<file path="config.mk">
export PLATFORM = sky130hd
export DESIGN_NAME = mdu_hilo_flat
export DESIGN_NICKNAME = d
export VERILOG_FILES = /design/src/rtl/mdu_hilo_if.sv /design/src/rtl/mdu_hilo.sv /design/src/flat_wrapper.sv
export SDC_FILE = /design/constraint.sdc
export NUM_CORES = 2
export LEC_CHECK = 0
export BUFFER_PORTS_ARGS = -buffer_cell sky130_fd_sc_hd__buf_2
export CAP_MARGIN = 5
export CORE_MARGIN = 5
export CORE_UTILIZATION = 50
export DETAILED_ROUTE_END_ITERATION = 8
export PLACE_DENSITY_LB_ADDON = 0.12
export SYNTH_ARGS = -nofsm -noshare
export SYNTH_HDL_FRONTEND = slang
export SYNTH_SLANG_ARGS = --single-unit
</file>
<file path="constraint.sdc">
create_clock -name clk -period 7.23 [get_ports clk]
set_input_delay 1.8075 -clock clk [delete_from_list [all_inputs] [get_ports clk]]
set_output_delay 1.8075 -clock clk [all_outputs]
set_load 0.05 [all_outputs]
</file>
<file path="src/rtl/mdu_hilo_if.sv">
// mdu_hilo_if: MDU op request (start/op/rs_val/rt_val) and status/result (busy/done/hi/lo) bundle
interface mdu_hilo_if;
  logic        start;
  logic [2:0]  op;
  logic [31:0] rs_val;
  logic [31:0] rt_val;
  logic        busy;
  logic        done;
  logic [31:0] hi;
  logic [31:0] lo;
  modport master(output start, op, rs_val, rt_val, input busy, done, hi, lo);
  modport slave(input start, op, rs_val, rt_val, output busy, done, hi, lo);
endinterface

</file>
<file path="src/rtl/mdu_hilo.sv">
// mdu_hilo: fixed-latency MULT/MULTU/DIV/DIVU with HI/LO regs, one-cycle MTHI/MTLO; ports clk, reset (async, active-high), bus (slave: start/op/rs_val/rt_val in, busy/done/hi/lo out); define MDU_DIV_EN to build the divider
module mdu_hilo #(
  parameter int MULT_LAT = 5,
  parameter int DIV_LAT  = 10
) (
  input logic       clk,
  input logic       reset,
  mdu_hilo_if.slave bus
);
  localparam int CW = $clog2((MULT_LAT > DIV_LAT ? MULT_LAT : DIV_LAT) + 1);
  typedef enum logic {IDLE, RUN} state_t;
  state_t r_state, w_next;
  logic [CW-1:0] r_cnt, w_lat;
  logic [31:0] r_a, r_b, r_hi, r_lo, w_hi, w_lo;
  logic r_sgn, r_done, w_op_ok, w_accept, w_fin, w_wr, w_mthi, w_mtlo;
  logic [63:0] w_prod;
  // one 64x64 multiplier covers both flavours: sign-extending only for MULT
  assign w_prod = {{32{r_sgn & r_a[31]}}, r_a} * {{32{r_sgn & r_b[31]}}, r_b};
`ifdef MDU_DIV_EN
  logic r_div, w_sa, w_sb;
  logic [31:0] w_ua, w_ub, w_ubz, w_uq, w_ur;
  assign w_op_ok = ~bus.op[2];
  assign w_lat = bus.op[1] ? CW'(DIV_LAT) : CW'(MULT_LAT);
  assign w_sa = r_sgn & r_a[31];
  assign w_sb = r_sgn & r_b[31];
  assign w_ua = w_sa ? -r_a : r_a;
  assign w_ub = w_sb ? -r_b : r_b;
  // a zero divisor never commits; forcing it to 1 keeps the divider output defined
  assign w_ubz = w_ub | {31'd0, r_b == '0};
  assign w_uq = w_ua / w_ubz;
  assign w_ur = w_ua % w_ubz;
  assign w_wr = w_fin & ~(r_div & (r_b == '0));
  assign {w_hi, w_lo} = r_div ? {w_sa ? -w_ur : w_ur, (w_sa ^ w_sb) ? -w_uq : w_uq} : w_prod;
`else
  assign w_op_ok = bus.op[2:1] == 2'b00;
  assign w_lat = CW'(MULT_LAT);
  assign w_wr = w_fin;
  assign {w_hi, w_lo} = w_prod;
`endif
  always_ff @(posedge clk or posedge reset)
    if (reset) r_state <= IDLE;
    else r_state <= w_next;
  always_comb w_next = (r_state == IDLE) ? (w_accept ? RUN : IDLE) : (w_fin ? IDLE : RUN);
  always_comb begin
    w_accept = bus.start & (r_state == IDLE) & w_op_ok;
    w_fin = (r_state == RUN) & (r_cnt == CW'(1));
    w_mthi = bus.start & (r_state == IDLE) & (bus.op == 3'd4);
    w_mtlo = bus.start & (r_state == IDLE) & (bus.op == 3'd5);
  end
  always_ff @(posedge clk or posedge reset)
    if (reset) begin
      r_cnt <= '0;
      r_a <= '0;
      r_b <= '0;
      r_sgn <= 1'b0;
      r_hi <= '0;
      r_lo <= '0;
      r_done <= 1'b0;
`ifdef MDU_DIV_EN
      r_div <= 1'b0;
`endif
    end else begin
      r_done <= w_fin;
      r_cnt <= w_accept ? w_lat : r_cnt - CW'(r_state == RUN);
      if (w_accept) begin
        r_a <= bus.rs_val;
        r_b <= bus.rt_val;
        r_sgn <= ~bus.op[0];
`ifdef MDU_DIV_EN
        r_div <= bus.op[1];
`endif
      end
      r_hi <= w_wr ? w_hi : w_mthi ? bus.rs_val : r_hi;
      r_lo <= w_wr ? w_lo : w_mtlo ? bus.rs_val : r_lo;
    end
  assign bus.busy = r_state == RUN;
  assign bus.done = r_done;
  assign bus.hi = r_hi;
  assign bus.lo = r_lo;
endmodule

</file>
<file path="src/flat_wrapper.sv">
// flat-port wrapper written by rule: the top's interface ports become plain ports
module mdu_hilo_flat 
#(
  parameter int MULT_LAT = 5,
  parameter int DIV_LAT  = 10
)
  (clk, reset, bus_start, bus_op, bus_rs_val, bus_rt_val, bus_busy, bus_done, bus_hi, bus_lo);
  mdu_hilo_if bus_i ();
  input logic clk;
  input logic reset;
  input wire logic [$bits(bus_i.start)-1:0] bus_start;
  input wire logic [$bits(bus_i.op)-1:0] bus_op;
  input wire logic [$bits(bus_i.rs_val)-1:0] bus_rs_val;
  input wire logic [$bits(bus_i.rt_val)-1:0] bus_rt_val;
  output wire logic [$bits(bus_i.busy)-1:0] bus_busy;
  output wire logic [$bits(bus_i.done)-1:0] bus_done;
  output wire logic [$bits(bus_i.hi)-1:0] bus_hi;
  output wire logic [$bits(bus_i.lo)-1:0] bus_lo;
  assign bus_i.start = bus_start;
  assign bus_i.op = bus_op;
  assign bus_i.rs_val = bus_rs_val;
  assign bus_i.rt_val = bus_rt_val;
  assign bus_busy = bus_i.busy;
  assign bus_done = bus_i.done;
  assign bus_hi = bus_i.hi;
  assign bus_lo = bus_i.lo;
  mdu_hilo #(.MULT_LAT(MULT_LAT), .DIV_LAT(DIV_LAT)) u_core (.clk(clk), .reset(reset), .bus(bus_i));
endmodule
</file>
==> results.yml <==
sta:
  min_period_ns: 7.61
  setup_viol: 30
  rsz0062_at_grt: "yes"
  slew_headroom: 0.295
  max_freq_mhz: 131
  post-route-period-util: 1.05
  final_hold_viol_count: 0
  holdWs_ns: 0.558
  tns_ns: -6.23
  slew_viol_final: 0
  tightest_slew_ns: 1.06
  worst_slack_ns: -0.381
  finClkSkew_ns: 0.0204
yosys:
  ys_seq_area_frac: 0.0774
  synth_top_area_frac: 0.516
  ys_ff_latch: 135
  ys_top_cells_by_area: "fa_1, inv_1, dfrtp_1"
  syn_nets: 6052
  yosysUniqueCellTypes: 69
  syn-instance-count: 4643
  yosys_warnings: 0
  synth.largest_area_cell: "fa_1"
  async_flop_share: 1.00
  syn_area_per_cell_um2: 9.41
  ys.flop_type: "dfrtp_1"
  synth_area_um2: 43700
  synth-edff-count: 0
place:
  dpl.hpwl_mm: 112
  portBuffers: 135
  place.gp.congestion: 0.918
  dp.cells: 6187
routing:
  drt_wl_total_mm: 135
  wl_per_cell_um: 21.4
  firstDrtPassIters: 5
  dr_total_vias: 33000
  routed_via_density: 5.24
  ant_nets: 0
  drt_iter0_drc: 1887
  drc: 0
worst_setup_path:
  max_stage_delay_ns: 0.54
  worst_ep_arrival_time_ns: 7.97
  endpoint_kind: "register"
  crit_slowest_cell: "fa_1"
  crit_type: "reg -> reg"
  cp.required_ns: 7.59
  cp_max_fo: 6
  worst_path_most_repeated_cell: "fa_1"
  start_kind: "register"
global_routing:
  grt_max_degree: 89
  first_global_vias: 35700
  track_usage: 0.290
  antenna_found_initial: 2
  grt-ovfl-total: 0
  grt_first_pass_wirelength_mm: 208
layout:
  fin_nets: 6543
  layout-drive-gt1-share: 0.226
  syn_to_final_growth_pct: 20.7
  diodes: 0
  final_cell_count_no_fill: 6302
  final_common_cell: "inv_1"
  layout_common_cells: "inv_1, fa_1, nand2_1, buf_4, and2_1"
floorplanning:
  dieArea_um2: 93300
  initial_utilization: 0.503
  core_area_um2: 86800
  core.rowCount: 108
  fp.dieW_um: 306
  ioPinCount: 136
  die_h_um: 306
cts:
  hold_buffers: 0
  clock_latency_ns: 0.50
  cts.path.max_buffers: 2
  cts_htree_levels: 4
  numCtsBuffers: 17
  cts_tree: "done"
  cts_sinks: 135
  clk_pin_slew_ns: 0.07
  cts-root-buf: "clkbuf_16"
run:
  drv_cap: 0
status:
  status: "complete, but fails checks"
  violations: "negative setup slack"
min_path:
  hp-class: "reg -> reg"
registers in the layout, summed over array words and instances (netlist names):
register         cells
u_core.r_cnt         4
u_core.r_sgn         1
u_core.bus.hi       32
u_core.bus.done      1
u_core.r_b          32
u_core.r_a          32
u_core.bus.busy      1
u_core.bus.lo       32
area by class of cell:
class | instances | area [µm²]
clock buffer | 18 | 429
clock inverter | 14 | 159
fill | 7576 | 34100
inverter | 1135 | 4280
multi-input combinational | 3111 | 36400
sequential | 135 | 3410
tap | 1155 | 1450
timing repair buffer | 734 | 6570
per-stage QoR:
step                      instance area (µm²)  utilization  setup slack (ns)
after global routing                    52700        0.607            -0.613
after detailed placement                49600        0.571            -0.720
final                                   52700        0.607            -0.381
after CTS                               51200        0.590            -0.514
after floorplan                         43900            -           -0.0670
after global placement                  49600        0.571            -0.713
synth_stat cells (22+ instances only):
cell type	instances
a21oi_1	78
mux2_2	75
mux2i_1	42
dfrtp_1	135
a21o_1	25
nor2_1	66
nand2_1	779
inv_1	1134
and2_1	344
fa_1	1125
clkbuf_1	241
o21ai_0	80
ha_1	214
and3_1	22
xnor2_1	53
per-layer routing:
metal | vias up | wire length (µm) | global-route usage
met3 | 281 | 7900 | 0.0344
met5 | - | 13 | 0
met2 | 1075 | 67200 | 0.496
li1 | 14400 | - | -
met1 | 17300 | 51800 | 0.378
met4 | 2 | 7670 | 0.124
critical path: cells and delay by family, from the launching register on:
| kind | cells | cell delay [ns] |
|---|---|---|
| adder cells (fa/ha/maj) | 9 | 4.35 |
| AO/OA/AOI/OAI | 8 | 1.24 |
| buffers and inverters | 10 | 1.01 |
| flip-flops | 1 | 0.44 |
| AND/OR/NAND/NOR | 3 | 0.41 |
worst paths after layout:
kind | depth (start not counted) | endpoint | slack [ns] | from
worst max-delay path | 30 | u_core.bus.hi[30] | -0.38 | u_core.r_b[2]
max in group asynchronous | 3 | u_core.r_b[13] | 4.28 | reset
worst max register to register | 30 | u_core.bus.hi[30] | -0.38 | u_core.r_b[2]
min in group asynchronous | 2 | u_core.bus.lo[14] | 1.47 | reset
worst min-delay path | 2 | u_core.r_cnt[2] | 0.56 | u_core.r_cnt[2]
worst min register to register | 2 | u_core.r_cnt[2] | 0.56 | u_core.r_cnt[2]
repair_timing:
| item | 4_1_cts | 5_1_grt |
|---|---|---|
| buffers inserted | 33 | 43 |
| pin swaps | 89 | 177 |
| setup endpoints to repair | 38 | 42 |
| cloned | 2 | 10 |
| gates resized for setup | 182 | 228 |
cell families (layout without fill, tap and decap cells):
family / after synthesis / count (layout) / synth area share
fa+ha+maj: 1339 / 1339 / 0.577
xor+xnor: 71 / 71 / 0.0142
compound gates: 281 / 281 / 0.0417
simple gates: 1303 / 1303 / 0.138
mux: 117 / 117 / 0.0290
buf+inv: 1397 / 1901 / 0.123
flops: 135 / 135 / 0.0774
Power is left out: the tool's default activity adds up to more than one toggle a clock period on the data nets, which glitch-free logic cannot reach.
